==> src/rtl/rc4_ksa.sv <==
// RC4 key-scheduling stage: fills the shared S RAM with the identity permutation,
// then runs the KSA swap loop over the latched key. Idle/busy is signalled on rdy.
module rc4_ksa #(
  parameter int KEYLEN = 3
) (
  input  logic                  clk,
  input  logic                  rst_n,
  input  logic                  en,
  output logic                  rdy,
  input  logic [8*KEYLEN-1:0]   key,
  output logic [7:0]            s_addr,
  input  logic [7:0]            s_rddata,
  output logic [7:0]            s_wrdata,
  output logic                  s_wren,
  output logic [3:0]            dbg_state
);

  localparam int KW = (KEYLEN > 1) ? $clog2(KEYLEN) : 1;

  typedef enum logic [3:0] {
    IDLE  = 4'd0,
    INIT  = 4'd1,
    RDI1  = 4'd2,
    RDI2  = 4'd3,
    CALCJ = 4'd4,
    RDJ1  = 4'd5,
    RDJ2  = 4'd6,
    WRI   = 4'd7,
    WRJ   = 4'd8,
    NEXT  = 4'd9
  } state_t;

  // Handshake: a run starts on any rising edge where en && rdy; key is captured on
  // that same edge. While busy (rdy=0) both en and key are ignored.

  state_t              state_q, state_d;
  logic [7:0]          i_q, i_d;
  logic [7:0]          j_q, j_d;
  logic [KW-1:0]       kidx_q, kidx_d;
  logic [7:0]          si_q, si_d;
  logic [7:0]          sj_q, sj_d;
  logic [8*KEYLEN-1:0] key_q, key_d;
  logic [7:0]          key_byte;

  // Key byte 0 is the most significant byte of the key.
  always_comb begin
    key_byte = 8'd0;
    for (int n = 0; n < KEYLEN; n++) begin
      if (kidx_q == n[KW-1:0]) key_byte = key_q[8*(KEYLEN-1-n) +: 8];
    end
  end

  always_comb begin
    state_d = state_q;
    i_d     = i_q;
    j_d     = j_q;
    kidx_d  = kidx_q;
    si_d    = si_q;
    sj_d    = sj_q;
    key_d   = key_q;
    case (state_q)
      IDLE: begin
        if (en) begin
          state_d = INIT;
          i_d     = 8'd0;
          j_d     = 8'd0;
          kidx_d  = '0;
          key_d   = key;
        end
      end
      INIT: begin
        i_d = i_q + 8'd1;
        if (i_q == 8'hFF) state_d = RDI1;
      end
      RDI1:  state_d = RDI2;
      RDI2: begin
        si_d    = s_rddata;
        state_d = CALCJ;
      end
      CALCJ: begin
        j_d     = j_q + si_q + key_byte;
        state_d = RDJ1;
      end
      RDJ1:  state_d = RDJ2;
      RDJ2: begin
        sj_d    = s_rddata;
        state_d = WRI;
      end
      WRI:   state_d = WRJ;
      WRJ:   state_d = NEXT;
      NEXT: begin
        // kidx tracks i mod KEYLEN without a divider.
        kidx_d = (kidx_q == KW'(KEYLEN-1)) ? '0 : kidx_q + KW'(1);
        if (i_q == 8'hFF) begin
          state_d = IDLE;
        end else begin
          i_d     = i_q + 8'd1;
          state_d = RDI1;
        end
      end
      default: state_d = IDLE;
    endcase
  end

  always_ff @(posedge clk or negedge rst_n) begin
    if (!rst_n) begin
      state_q <= IDLE;
      i_q     <= 8'd0;
      j_q     <= 8'd0;
      kidx_q  <= '0;
      si_q    <= 8'd0;
      sj_q    <= 8'd0;
      key_q   <= '0;
    end else begin
      state_q <= state_d;
      i_q     <= i_d;
      j_q     <= j_d;
      kidx_q  <= kidx_d;
      si_q    <= si_d;
      sj_q    <= sj_d;
      key_q   <= key_d;
    end
  end

  // RAM port is decoded straight from state so reset clears it immediately.
  always_comb begin
    rdy      = (state_q == IDLE);
    s_addr   = 8'd0;
    s_wrdata = 8'd0;
    s_wren   = 1'b0;
    case (state_q)
      INIT: begin
        s_addr   = i_q;
        s_wrdata = i_q;
        s_wren   = 1'b1;
      end
      RDI1, RDI2: s_addr = i_q;
      RDJ1, RDJ2: s_addr = j_q;
      WRI: begin
        s_addr   = i_q;
        s_wrdata = sj_q;
        s_wren   = 1'b1;
      end
      WRJ: begin
        s_addr   = j_q;
        s_wrdata = si_q;
        s_wren   = 1'b1;
      end
      default: ;
    endcase
  end

  assign dbg_state = state_q;

endmodule
==> config.mk <==
export PLATFORM = sky130hd
export DESIGN_NAME = rc4_ksa
export DESIGN_NICKNAME = d
export VERILOG_FILES = /design/src/rtl/rc4_ksa.sv
export SDC_FILE = /design/constraint.sdc
export NUM_CORES = 1
export LEC_CHECK = 0
export CORE_UTILIZATION = 56
export CTS_BUF_LIST = sky130_fd_sc_hd__clkbuf_16
export DETAILED_ROUTE_END_ITERATION = 8
export GPL_ROUTABILITY_DRIVEN = 0
export MAX_ROUTING_LAYER = met4
export PLACE_DENSITY_LB_ADDON = 0.15
export RECOVER_POWER = 100
export SYNTH_ARGS = -nofsm -noshare
export SYNTH_HDL_FRONTEND = slang
export SYNTH_SLANG_ARGS = --single-unit
export TNS_END_PERCENT = 10
==> constraint.sdc <==
create_clock -name clk -period 8.31 [get_ports clk]
set_clock_uncertainty 0.05 [all_clocks]
set_input_delay 0.831 -clock clk [delete_from_list [all_inputs] [get_ports clk]]
set_output_delay 0.831 -clock clk [all_outputs]
set_load 0.02 [all_outputs]
### Word-level counts from Yosys, hierarchy flattened

Index checks and enable logic that the tools add are counted.

* add/sub/neg operators: 4
* equality and inequality tests: 15
* muxes and demuxes: 17
* reduce and logical (&&, ||, !) cells: 13

Operator list (number)
* one-hot mux 8 bit (3 select lines): 2
* two-way mux 8 bit: 5
* one-hot mux 4 bit (10 select lines): 1
* one-hot mux 8 bit (2 select lines): 2
* adder 8 bit: 2
* == test 4 x 3 -> 1 bit (second input constant): 4
* adder 8 x 1 -> 8 bit (second input constant): 1
* == test 4 x 2 -> 1 bit (second input constant): 2
* == test 4 bit (second input constant): 2
* == test 8 bit (second input constant): 1
* two-way mux 4 bit: 2
* AND reduction 2 bit: 4
* two-way mux 2 bit: 3
* != test 2 bit (second input constant): 3
* OR reduction 3 bit: 2
* == test 4 x 1 -> 1 bit (second input constant): 1
* zero test 4 bit: 1
* one-hot mux 2 bit (2 select lines): 1
* nonzero test 2 bit: 2
* OR reduction 4 bit: 1
* AND reduction 3 bit: 1
* nonzero test 3 bit: 1
* adder 2 x 1 -> 2 bit (second input constant): 1
* == test 2 x 1 -> 1 bit (second input constant): 1
* other kinds (3): 3

* flip-flop bits (word level): 62
* output and inout bits: 22
* word-level logic and storage cells: 56

### Logic depth before layout (Yosys ltp)

Gate-level depths: netlist (run 1).

* depth in word-level cells: 6
* mapped depth: 13
* depth with buffers taken out: 12

### Least setup slack after synthesis (run 1)

OpenSTA, ideal clock, no wires.

* path type: reg-to-reg
* start point: reg kidx_q[0]
* end point: reg j_q[7]
* library setup time: 0.083 ns
* arrival: 2.744 ns
* data required time: 8.177 ns
* setup slack: 5.434 ns
* cell stages (with the launch flop): 13
* path buffers: 1
* clock period less this slack: 2.876 ns
* path through: dfrtp_1 -> buf_1 -> mux2i_1 -> o21ai_0 -> fa_1 -> ha_1 -> inv_1 -> fa_1 -> nor2b_1 -> o31a_1 -> o22ai_1 -> xnor2_1 -> o21ai_0

* cells in the longest elaborated chain, start to end: 6
* elaborated cells between the ends (all ways): 8
* those cells by class: add/sub (1); eq/ne (2); mux (4); reduce/logical (1)

Ends and longest elaborated chain
* from (decl): line 39 `logic [KW-1:0] kidx_q, kidx_d;`
* from (signal assigned): line 118 `kidx_q <= kidx_d;`
* zero test 2 bit: line 49 `if (kidx_q == n[KW-1:0]) key_byte = key_q[8*(KEYLEN-1-n) +: 8];`
* two-way mux 8 bit (2 in a row): line 49
* two-way mux 8 bit *: line 49
* adder 8 bit *: line 81 `j_d = j_q + si_q + key_byte;`
* one-hot mux 8 bit (2 select lines) *: line 61 `case (state_q)`
* to (signal assigned): line 117 `j_q <= j_d;`
* to (decl): line 38 `logic [7:0] j_q, j_d;`

Mark *: on every way between the ends. The rest lies on a longest branch, timed or not.
A chain may end at the register's enable or synchronous reset.

### Worst setup path in the final report (run 1)

* start point: reg state_q[3], in the netlist dbg_state[3]
* end point: out s_wrdata[7]

* cells in the longest elaborated chain, start to end: 2
* elaborated cells between the ends (all ways): 4
* those cells by class: eq/ne (3); mux (1)

Ends and longest elaborated chain
* from (decl): line 36 `state_t state_q, state_d;`
* from (signal assigned): line 115 `state_q <= state_d;`
* == test 4 bit, or another cell as far along: line 131 `case (state_q)`
* one-hot mux 8 bit (3 select lines) *: line 131
* to (decl): line 13 `output logic [7:0] s_wrdata,`

Marks and branches as above.

==> impl_metrics.ini, run 1 <==
[floorplan]
die_width_um = 80.7
rows = 28
initial_core_util_pct = 58.2
fp.coreArea_um2 = 5960
die_h_um = 80.7
ios = 57
dieArea_um2 = 6510

[job]
maxCapViolCount = 1

[cells_and_area]
drive_above_1_share_pct = 16.5
area_growth_pct = 22.7
n_antenna_cell = 0
fin_nets = 420

[global_routing]
grt_max_degree = 63
gr-total-overflow = 0
antenna_found_initial = 0
grt_util_all_layers_pct = 26.9
grt_pass1_vias = 2552
grt_pass1_wl_um = 12400

[route]
routed_via_density = 5.72
via_count = 2572
first_pass_iters = 4
routed_wl_um = 7460
ant_nets = 0
drt_iter0_drc = 202
wire_per_inst_um = 16.6
drc = 0

[synthesis]
netlist_top_cells_area = dfrtp_1 (45%), mux2_2 (13%), fa_1 (4.6%)
synth-edff-count = 0
seq_area_frac_synth_pct = 44.7
yosysWarnings = 0
syn_nets = 366
ys_ff_latch = 62
synth_top_cell_area_share_pct = 44.7
synth_cells = 316
yosysUniqueCellTypes = 49
synthArstFlopShare_pct = 100
syn_area_per_cell_um2 = 11.0
ys.flop_type = dfrtp_1
yosys.area.top_type = dfrtp_1
synth_area_um2 = 3470

[clock_tree]
cts_hold_buffers = 0
clockBufferDepth = 2
clk_pin_slew_worst_paths_ns = 0.05
worstSkewPairLatency_ns = 0.32
postCtsResizedCells = 0
cts_sinks = 62
cts_setup_buffers = 0
cts_made_buffers = 9
cts_root_buf = clkbuf_16
h-tree-depth = 3
tritoncts = done

[sta]
max_freq_mhz = 266
period_share_pct = 45.2
setup_slack_ns = 4.55
worst_pin_slew_ns = 3.30
finalCriticalPeriod_ns = 3.76
fin_hold_ws_ns = 0.455
relSlewSlack_pct = -120
setup_viol = 0
rsz0062_at_grt = no
hold_viol = 0
final.setup.tns_ns = 0
final-max-slew-violation-count = 63

[placed_design]
dp_slack_ns = 5.11
port-buffer-count = 56
hpwlAfterDp_um = 5390

[pwr]
p_per_area_nw_per_um2 = 229
peakVddDrop_v = 0.000152
p_leak_uw = 0.00196

[status]
violations = capacitance limit, slew limit
outcome = finished with violations

[setup_path]
crit_chain = nand2b_1 -> nor3_1 -> a22oi_1 -> nand2_1 -> dlygate4sd3_1
r2r-start = kidx_q[0]$_DFFE_PN0P_
path_max_fanout = 13
max_stage_delay_ns = 0.77
path_class = register to output port
cp.required_ns = 7.43
crit_slowest_cell = nor3_1
critical-path-top-delay-family = simple AND/OR/NAND/NOR gates
crit_path_end_kind = output port
crit_path_start = dbg_state[3]$_DFFE_PN0P_
cp_num_buf_inv = 1
start_kind = register
arrival_ns = 2.88

[hold_path]
hold_start = key_q[10]$_DFFE_PN0P_
hold_class = register to register
-- routing by layer --
| metal | GRT usage, % | vias to the layer above | wire length [µm] |
|---|---|---|---|
| li1 | - | 1232 | - |
| met2 | 40.0 | 73 | 3520 |
| met3 | 4.55 | 18 | 269 |
| met1 | 35.2 | 1249 | 3420 |
| met4 | 14.3 | 0 | 247 |
| met5 | - | - | 0 |
-- path summary, 6_finish.rpt --
check                                        end  slack [ns]  cells after the start
max                                  s_wrdata[7]        4.55                      5
min                        key_q[10]$_DFFE_PN0P_        0.46                      1
max reg2reg                   j_q[5]$_DFFE_PN0P_        5.12                     11
min in group asynchronous     i_q[4]$_DFFE_PN0P_        1.66                      2
max in group asynchronous    si_q[6]$_DFFE_PN0P_        4.69                      2
min reg2reg                key_q[10]$_DFFE_PN0P_        0.46                      1
-- stage by stage --
step,util (%),std cells,area (µm²),total power (µW)
final,71.4,450,4250,976
after global routing,71.4,450,4250,1030
after CTS,72.5,450,4320,990
after detailed placement,67.6,434,4030,627
after global placement,67.6,434,4030,622
after floorplan,-,316,3470,528
-- layout make-up --
cell class	count	area [µm²]
multi-input combinational	230	1720
fill	472	1700
sequential	62	1550
timing repair buffer	57	559
clock buffer	9	225
tap	75	93.8
clock inverter	7	65.1
inverter	10	37.5
-- synth_stat cells (all sizes together) (2+ instances only) --
cell type,count
a21o,2
fa,8
xor2,3
or2,2
nor3,4
nor2b,2
a211oi,2
nor2,18
inv,10
o22ai,4
clkbuf,2
dfrtp,62
a22oi,8
o21ai,29
o31ai,2
buf,12
xnor2,5
a21oi,6
nand3,8
mux2,40
ha,7
a31oi,3
nand2b,6
nor3b,2
a22o,9
nand2,38
and3,2
mux2i,9
or3,2
-- where the power goes --
| part | internal [µW] | switching [µW] | total [µW] | leakage (µW) |
|---|---|---|---|---|
| logic | 136 | 126 | 262 | 0.00103 |
| clock network | 229 | 129 | 358 | 0.000143 |
| registers | 325 | 30.9 | 356 | 0.000790 |
| total | 691 | 285 | 976 | 0.00196 |
-- kinds of logic after synthesis --
logic type,share of synthesized area (%)
and+or+nand+nor,13.2
adders and majority gates,7.14
xor gates and xnor gates,2.02
AOI/OAI and AO/OA,13.5
DFF,44.7
muxes,15.6
buffers and inverters,3.86
-- state kept, by name, summed over array words and instances, names as in the netlist --
register	flops
sj_q	8
j_q	8
key_q	24
dbg_state	4
i_q	8
kidx_q	2
si_q	8
-- worst reg2reg max path, delay by kind of cell (launching register included) --
family | cells | cell delay [ns]
flip-flops | 1 | 0.70
AND/OR/NAND/NOR | 3 | 0.55
AO/OA/AOI/OAI | 4 | 0.69
adder cells (fa/ha/maj) | 3 | 1.08
buffers and inverters | 1 | 0.06
-- cells in the final DEF, fill, tap and decap left out, drive strengths merged, types with 2 or more instances in the layout --
| master | instances |
|---|---|
| nand3 | 8 |
| dfrtp | 62 |
| a21oi | 6 |
| o31ai | 2 |
| nand2b | 6 |
| nor2 | 18 |
| a21o | 2 |
| a22o | 9 |
| clkbuf | 10 |
| nand2 | 38 |
| a211oi | 2 |
| dlygate4sd3 | 20 |
| nor2b | 2 |
| fa | 8 |
| ha | 7 |
| nor3b | 2 |
| xnor2 | 5 |
| a22oi | 8 |
| or2 | 2 |
| or3 | 2 |
| mux2i | 9 |
| a31oi | 3 |
| o22ai | 4 |
| xor2 | 3 |
| o21ai | 29 |
| clkdlybuf4s50 | 35 |
| clkinv | 5 |
| nor3 | 4 |
| inv | 10 |
| mux2 | 40 |
| and3 | 2 |
No activity file was read; power rests on OpenSTA's default activity.
==> run 2: changes to the inputs <==
CORE_UTILIZATION = 54   (was 56)
clock period = 3.6 ns   (was 8.31 ns; I/O delays follow)
==> impl_metrics.ini, run 2 (synthesis gave the netlist of run 1 again) <==
[cells_and_area]
final_common_cell = dfrtp_1
mostFrequentLayoutCells = dfrtp_1 (62), mux2_2 (40), nand2_1 (38)
fillers = 480
drive_above_1_share_pct = 15.4
fin_nets = 422
top_register = key_q
area_growth_pct = 22.0
largest_reg_flops = 24
n_antenna_cell = 0

[sta]
hold_viol = 0
final.setup.tns_ns = 0
relSlewSlack_pct = -50.8
finalCriticalPeriod_ns = 3.36
final-max-slew-violation-count = 43
period_share_pct = 93.2
worst_pin_slew_ns = 2.26
setup_slack_ns = 0.244
fin_hold_ws_ns = 0.454
max_freq_mhz = 298
setup_viol = 0
rsz0062_at_grt = no

[placed_design]
port-buffer-count = 56
dp_slack_ns = 0.631
hpwlAfterDp_um = 5420

[global_routing]
grt_use_met2_pct = 38.4
grt_pass1_vias = 2518
grt_pass1_wl_um = 12200
antenna_found_initial = 0
grt_util_all_layers_pct = 25.6
gr-total-overflow = 0
grtUsageMet3_pct = 4.29
grt_max_degree = 43
grt_use_met1_pct = 34.8
grt-busiest-layer = met2

[pwr]
seq_power_share_pct = 37.5
power.share.clock_pct = 33.5
internal_power_uw = 1520
total_power_uw = 2160
pwr-share-comb_pct = 29.0
netSwitchingFraction_pct = 29.7
peakVddDrop_v = 0.000444
p_sw_uw = 641
p_per_area_nw_per_um2 = 511
p_leak_uw = 0.00196

[clock_tree]
tritoncts = done
clockBufferDepth = 2
cts_sinks = 62
h-tree-depth = 3
clk_pin_slew_worst_paths_ns = 0.05
cts_made_buffers = 9
cts_root_buf = clkbuf_16
postCtsResizedCells = 0
worstSkewPairLatency_ns = 0.32
cts_setup_buffers = 0
cts_hold_buffers = 0

[setup_path]
rr_endpoint = j_q[7]$_DFFE_PN0P_
r2r_cells = 12
r2r-start = kidx_q[0]$_DFFE_PN0P_
path_max_fanout = 13
crit_path_end_kind = output port
path_class = register to output port
reg2reg_slack_ns = 0.56
start_kind = register
arrival_ns = 2.95
cp.required_ns = 3.19

[route]
routed_wl_um = 7660
routed_via_density = 5.84
ant_nets = 0
drc = 0
via_count = 2634
wire_per_inst_um = 17.0
drt_iter0_drc = 185
first_pass_iters = 4

[hold_path]
hold_path_end = key_q[18]$_DFFE_PN0P_
hold_start = key_q[18]$_DFFE_PN0P_
hold_class = register to register
worstHoldPathCells = 1

[status]
outcome = finished with violations
violations = capacitance limit, slew limit

[floorplan]
dieArea_um2 = 6750
die_h_um = 82.1
ios = 57
rows = 28
fp.coreArea_um2 = 6060
initial_core_util_pct = 57.2
die_width_um = 82.1

[job]
maxCapViolCount = 1
run 2: critical path, stage by stage (launching register included):
cell           delay [ns]
dfrtp_1              0.52
nand2b_1             0.27
mux2_2               0.29
o22ai_1              0.60
a22o_1               0.26
dlygate4sd3_1        0.68
run 2: worst max-delay path by stage:
stage,startpoint,to,slack (ns),cells after the start
after floorplan,kidx_q[0]$_DFFE_PN0P_,j_q[7]$_DFFE_PN0P_,0.72,12
after global placement,kidx_q[0]$_DFFE_PN0P_,j_q[7]$_DFFE_PN0P_,0.74,12
after detailed placement,kidx_q[0]$_DFFE_PN0P_,j_q[7]$_DFFE_PN0P_,0.63,12
after CTS,dbg_state[3]$_DFFE_PN0P_,s_addr[0],0.40,5
after global routing,dbg_state[3]$_DFFE_PN0P_,s_addr[2],0.11,5
final,dbg_state[3]$_DFFE_PN0P_,s_addr[2],0.24,5
run 2: per-layer routing:
metal | vias to the layer above | share of wire (%)
met5 | - | 0
met1 | 1302 | 46
met4 | 0 | 1.9
li1 | 1240 | -
met2 | 77 | 47
met3 | 15 | 4.9
run 2: final cells by class:
type                            instances  area [µm²]  share of cell area (%)
Tap cell                               75        93.8                    2.22
Timing Repair Buffer                   59         573                    13.5
Clock inverter                          6        22.5                   0.532
Inverter                               10        37.5                   0.887
Multi-Input combinational cell        230        1730                    40.8
Sequential cell                        62        1550                    36.7
Clock buffer                            9         225                    5.32
run 2: through the flow:
| step | cell area, µm² | utilization [%] | std cells |
|---|---|---|---|
| floorplan | 3470 | - | 316 |
| global placement | 4040 | 66.7 | 436 |
| detailed placement | 4040 | 66.7 | 436 |
| CTS | 4290 | 70.8 | 451 |
| global route | 4230 | 69.8 | 451 |
| finish | 4230 | 69.8 | 451 |
run 2: power groups by stage:
stage / registers, µW / logic [µW] / clock network (µW)
2_1_floorplan: 805 / 414 / 0
4_1_cts: 810 / 640 / 736
5_1_grt: 820 / 694 / 767
6_report: 810 / 626 / 725
3_3_place_gp: 821 / 620 / 0
3_5_place_dp: 822 / 627 / 0
==> run 3: changes to the inputs <==
ABC_CLOCK_PERIOD_IN_PS = 3600   (was default)
GPL_ROUTABILITY_DRIVEN = 1   (was 0)
==> results of run 3 <==
No change in the layout: final DEF, timing and power equal those of run 2.
